File: config.mk
export PLATFORM = sky130hd
export DESIGN_NAME = cu_pipe_ctrl
export DESIGN_NICKNAME = d
export VERILOG_FILES = /design/src/rtl/cu_pipe_ctrl.sv
export SDC_FILE = /design/constraint.sdc
export NUM_CORES = 1
export LEC_CHECK = 0
export ABC_AREA = 1
export CORE_UTILIZATION = 43
export DETAILED_ROUTE_END_ITERATION = 6
export PLACE_DENSITY = 0.76
export SYNTH_ARGS = -nofsm -noshare
export SYNTH_HDL_FRONTEND = slang
export SYNTH_SLANG_ARGS = --single-unit
File: constraint.sdc
create_clock -name clk -period 3.7 [get_ports clk]
set_input_delay 0.74 -clock clk [delete_from_list [all_inputs] [get_ports clk]]
set_output_delay 0.74 -clock clk [all_outputs]
set_load 0.03 [all_outputs]
File: src/rtl/cu_pipe_ctrl.sv
// cu_pipe_ctrl: parametrised in-order pipeline controller.
// Holds DEPTH instruction stages with per-stage valid bits.
// Stages advance under per-stage done handshakes.
// Issue (stage 0) is stalled while a register or flag hazard exists
// against any live later stage.
//
// Optional build macro: CU_PIPE_WB_BYPASS_EN
//   When defined, the writeback stage (DEPTH-1) is left out of the register
//   hazard check, because the write-through register file makes its result
//   visible to stage 0 in the same cycle. Flag hazards always include every
//   later stage.

module cu_pipe_ctrl #(
    parameter int IW    = 24,
    parameter int DEPTH = 3,
    parameter int NREG  = 8
) (
    input  logic                  clk,
    input  logic                  rst,

    input  logic                  in_valid,
    output logic                  in_ready,
    input  logic [IW-1:0]         in_instr,
    input  logic [NREG-1:0]       in_rmask,
    input  logic [NREG-1:0]       in_wmask,
    input  logic                  in_fuse,
    input  logic                  in_fset,

    input  logic [DEPTH-1:0]      stage_done,
    input  logic                  flush,

    output logic [DEPTH*IW-1:0]   stage_instr,
    output logic [DEPTH-1:0]      stage_valid,
    output logic                  issue_go,
    output logic                  hazard,
    output logic                  retire
);

    // Highest stage index that still takes part in the register hazard.
`ifdef CU_PIPE_WB_BYPASS_EN
    localparam int RegHazLast = DEPTH - 2;
`else
    localparam int RegHazLast = DEPTH - 1;
`endif

    // ------------------------------------------------------------------
    // Stage state. Read mask and flag-use only matter while an instruction
    // sits in issue, so they are held for stage 0 only; write mask and
    // flag-set travel with the instruction down the pipe.
    // ------------------------------------------------------------------
    logic [DEPTH-1:0][IW-1:0]   instr_q, instr_d;
    logic [DEPTH-1:0][NREG-1:0] wmask_q, wmask_d;
    logic [DEPTH-1:0]           fset_q,  fset_d;
    logic [DEPTH-1:0]           valid_q, valid_d;
    logic [NREG-1:0]            rmask_q, rmask_d;
    logic                       fuse_q,  fuse_d;

    logic [NREG-1:0]            reg_busy;
    logic                       flag_busy;
    logic                       reg_haz;
    logic                       flag_haz;
    logic [DEPTH-1:0]           adv;
    logic                       load;

    // Collect the registers and flags still pending in live later stages.
    always_comb begin
        // NOTE: every variable driven here gets a default first, so no
        // path through the block can leave it unassigned and infer a latch.
        reg_busy  = '0;
        flag_busy = 1'b0;
        for (int k = 1; k < DEPTH; k++) begin
            if (valid_q[k] && (k <= RegHazLast)) begin
                reg_busy = reg_busy | wmask_q[k];
            end
            if (valid_q[k]) begin
                flag_busy = flag_busy | fset_q[k];
            end
        end
    end

    assign reg_haz  = |(rmask_q & reg_busy);
    assign flag_haz = fuse_q & flag_busy;
    assign hazard   = valid_q[0] & (reg_haz | flag_haz);
    assign issue_go = valid_q[0] & ~hazard & ~flush;

    // Advance chain, resolved from writeback down to issue: a stage may
    // move on only if the stage above it is empty or moving on as well.
    always_comb begin
        logic room_above;
        adv        = '0;
        room_above = 1'b1;
        for (int k = DEPTH - 1; k >= 1; k--) begin
            adv[k]     = valid_q[k] & stage_done[k] & room_above;
            room_above = ~valid_q[k] | adv[k];
        end
        adv[0] = issue_go & stage_done[0] & room_above;
    end

    assign in_ready = ~flush & (~valid_q[0] | adv[0]);
    assign load     = in_valid & in_ready;

    // Next-state: shift advancing stages up, bubble out stages that left,
    // and capture the fetched instruction into issue.
    always_comb begin
        instr_d = instr_q;
        wmask_d = wmask_q;
        fset_d  = fset_q;
        valid_d = valid_q;
        rmask_d = rmask_q;
        fuse_d  = fuse_q;

        for (int k = 1; k < DEPTH; k++) begin
            if (adv[k-1]) begin
                instr_d[k] = instr_q[k-1];
                wmask_d[k] = wmask_q[k-1];
                fset_d[k]  = fset_q[k-1];
                valid_d[k] = 1'b1;
            end else if (adv[k]) begin
                valid_d[k] = 1'b0;
            end
        end

        // A flush never coincides with a load, since in_ready is low.
        if (load) begin
            instr_d[0] = in_instr;
            wmask_d[0] = in_wmask;
            fset_d[0]  = in_fset;
            rmask_d    = in_rmask;
            fuse_d     = in_fuse;
            valid_d[0] = 1'b1;
        end else if (adv[0] || flush) begin
            valid_d[0] = 1'b0;
        end
    end

    // Stage registers with asynchronous reset.
    always_ff @(posedge clk or posedge rst) begin
        // NOTE: sequential state uses non-blocking assignments so every
        // register samples its pre-edge inputs regardless of statement order.
        if (rst) begin
            // NOTE: the per-stage payload is reset too, not just the valid
            // bits, so stage_instr reads as zero straight out of reset.
            instr_q <= '0;
            wmask_q <= '0;
            fset_q  <= '0;
            valid_q <= '0;
            rmask_q <= '0;
            fuse_q  <= 1'b0;
        end else begin
            instr_q <= instr_d;
            wmask_q <= wmask_d;
            fset_q  <= fset_d;
            valid_q <= valid_d;
            rmask_q <= rmask_d;
            fuse_q  <= fuse_d;
        end
    end

    // Packed stage array maps stage k onto bits [k*IW +: IW].
    assign stage_instr = instr_q;
    assign stage_valid = valid_q;
    assign retire      = adv[DEPTH-1];

endmodule

==> flow_summary_export.csv <==
group,metric,value,unit
synthesis,synth_area,0.00457,mm²
finish,drive_gt1_share,4.88,%
cts,post_cts_buffers,0,
setup_path,timing.critical_path.from,"flush",
cts,clockBufferDepth,2,
cts,clockRootBuffer,"clkbuf_8",
cts,cts_tree,"done",
drt,highest_layer,"met4",
grt,first_global_vias,3578,
finish,syn2layout_area_growth,33.2,%
setup_path,endpoint,"issue_go",
setup_path,r2r_setup_slack,1.20,ns
synthesis,synth_seq_cells,111,
pwr,ir_worst_vdd,423,µV
place,place.gp.congestion,0.802,
drt,route.met2.wl,5.18,mm
cts,ctsHoldBuffers,0,
die,core,0.0103,mm²
finish,finalNetCount,660,
synthesis,synth-seq-area-share,60.8,%
setup_path,crit_fanout,4,
pwr,leakagePower,2.88,nW
timing,clock.fmax,326,MHz
grt,gr-total-overflow,0,
place,place_area,0.00588,mm²
grt,grtUsageTotal,20.6,%
timing,rsz0062_at_grt,"no",
outcome,status,"complete, no violations",
finish,nFillCells,899,
drt,final_antenna_net_count,0,
cts,h-tree-depth,3,
setup_path,path_class,"input port to output pin",
grt,grt_antenna_before_repair,0,
timing,hold_viol,0,
drt,wirelength,10.8,mm
pwr,power_density,801,mW/mm²
drt,num_vias,3743,
setup_path,reg2reg_depth,10,
job,cap_violations,0,
finish,fin_area,0.00609,mm²
worst_hold_path,hp-start,"fset_q[0]",
setup_path,cp-end-kind,"output pin",
die,floorplan.initialDensity,44.3,%
die,dieArea,0.0110,mm²
cts,cts_sinks,111,
die,die_w,105,µm
place,dp_hpwl,7.08,mm
die,ios,128,
synthesis,synth.avg_cell_area,9.14,µm²
setup_path,worstReg2RegStart,"stage_valid[2]",
setup_path,start_kind,"input port",
synthesis,synth_cells,500,
finish,fin_util,59.0,%
timing,worst_slew_pin_slew,0.759,ns
worst_hold_path,hold_class,"register to register",
cts,path_clk_slew,0.09,ns
synthesis,synth.distinct_cells,21,
timing,fin_tns_setup,0,ns
drt,drtIter0Drc,229,
grt,grt_max_degree,68,
setup_path,regToRegEndpoint,"stage_instr[4]",
timing,drv_slew,0,
cts,insertion_delay,0.36,ns
synthesis,syn_nets,549,
place,portBuffers,127,
timing,final.min_clock_period,3.07,ns
timing,skew,0.0122,ns
die,die_height,105,µm
timing,finalSetupViolations,0,
finish,diodes,0,
cts,post_cts_resized,0,
drt,via_per_inst,4.98,
grt,grt_pass1_wl,17.8,mm
drt,wl_per_cell,14.4,µm
timing,period_share,83.0,%
setup_path,required,2.96,ns
setup_path,cp.arrival,2.33,ns
cts,cts_made_buffers,9,
drt,firstDrtPassIters,4,
drt,drcViolationCount,0,
drt,wl_met3,446,µm
timing,slew_headroom,49.4,%
synthesis,yosysWarnings,0,
die,rows,37,
timing,fin_hold_ws,0.482,ns
drt,drt-met1-wl,5.10,mm
==> logic make-up (layout without fill, tap and decap cells) <==
family,Yosys count,count (layout),synth area share (%)
simple gates,249,249,23.9
compound gates,68,68,7.75
buf+inv,72,187,7.56
flops,111,111,60.8
==> placed cells by master (no fill, tap or decap), drive strengths merged, types with 3 or more instances in the layout <==
cell type | netlist | routed
inv | 38 | 38
nand4 | 43 | 43
clkdlybuf4s50 | 0 | 125
buf | 16 | 8
clkbuf | 17 | 10
nand3 | 3 | 3
o21ai | 66 | 66
nand2 | 194 | 194
nor2 | 8 | 8
dfrtp | 111 | 111
==> registers in the layout, indices dropped and copies added (netlist names) <==
signal       count
stage_valid      3
rmask_q          8
wmask_q         24
stage_instr     72
fuse_q           1
fset_q           3
==> cells in the mapped netlist, drive strengths merged <==
cell	number	area, µm²
nand2	194	728
dfrtp	111	2780
buf	16	135
o21ai	66	330
nor2	8	47.6
clkbuf	17	63.8
o21bai	1	18.8
inv	38	143
nand3	3	27.5
a21oi	1	5.00
clkinv	1	3.75
nand4	43	284
and3	1	6.26
==> critical path: stages <==
cell	delay, ns
clkdlybuf4s50_1	0.47
nor2_1	0.25
and3_1	0.21
clkdlybuf4s50_1	0.67
==> stage by stage <==
step | setup WS, ns | cells | total power, mW
finish | 0.629 | 751 | 4.88
floorplan | 0.0293 | 500 | 3.22
global route | 0.490 | 751 | 5.18
CTS | 0.626 | 751 | 4.92
detailed placement | 0.648 | 736 | 4.14
global placement | 0.685 | 736 | 4.07
==> how the worst min path moves through the flow <==
stage          cells past startpoint               to  slack, ns
6_report                           2        fset_q[0]       0.48
5_1_grt                            2  stage_instr[69]       0.52
4_1_cts                            2       rmask_q[6]       0.49
3_5_place_dp                       2       wmask_q[4]       0.46
3_3_place_gp                       2       wmask_q[5]       0.45
2_1_floorplan                      2        fset_q[0]       0.44
==> layer usage <==
| metal | global-route usage [%] | vias up |
|---|---|---|
| li1 | - | 1826 |
| met1 | 29.4 | 1791 |
| met2 | 32.7 | 117 |
| met3 | 2.81 | 9 |
| met4 | 6.44 | 0 |
| met5 | 0 | - |
==> power by group <==
group | internal, mW | total [mW] | switching (mW)
combinational | 0.849 | 2.15 | 1.30
clock | 0.380 | 0.777 | 0.398
sequential | 1.66 | 1.95 | 0.288
total | 2.89 | 4.88 | 1.99
==> final cells by class <==
class	count	area, µm²	area share (%)
multi-input combinational	317	1460	23.9
sequential	111	2780	45.6
inverter	39	149	2.45
timing repair buffer	133	1320	21.7
clock inverter	5	83.8	1.38
tap	136	170	2.80
clock buffer	10	128	2.10
No activity file was read; power rests on OpenSTA's default activity.
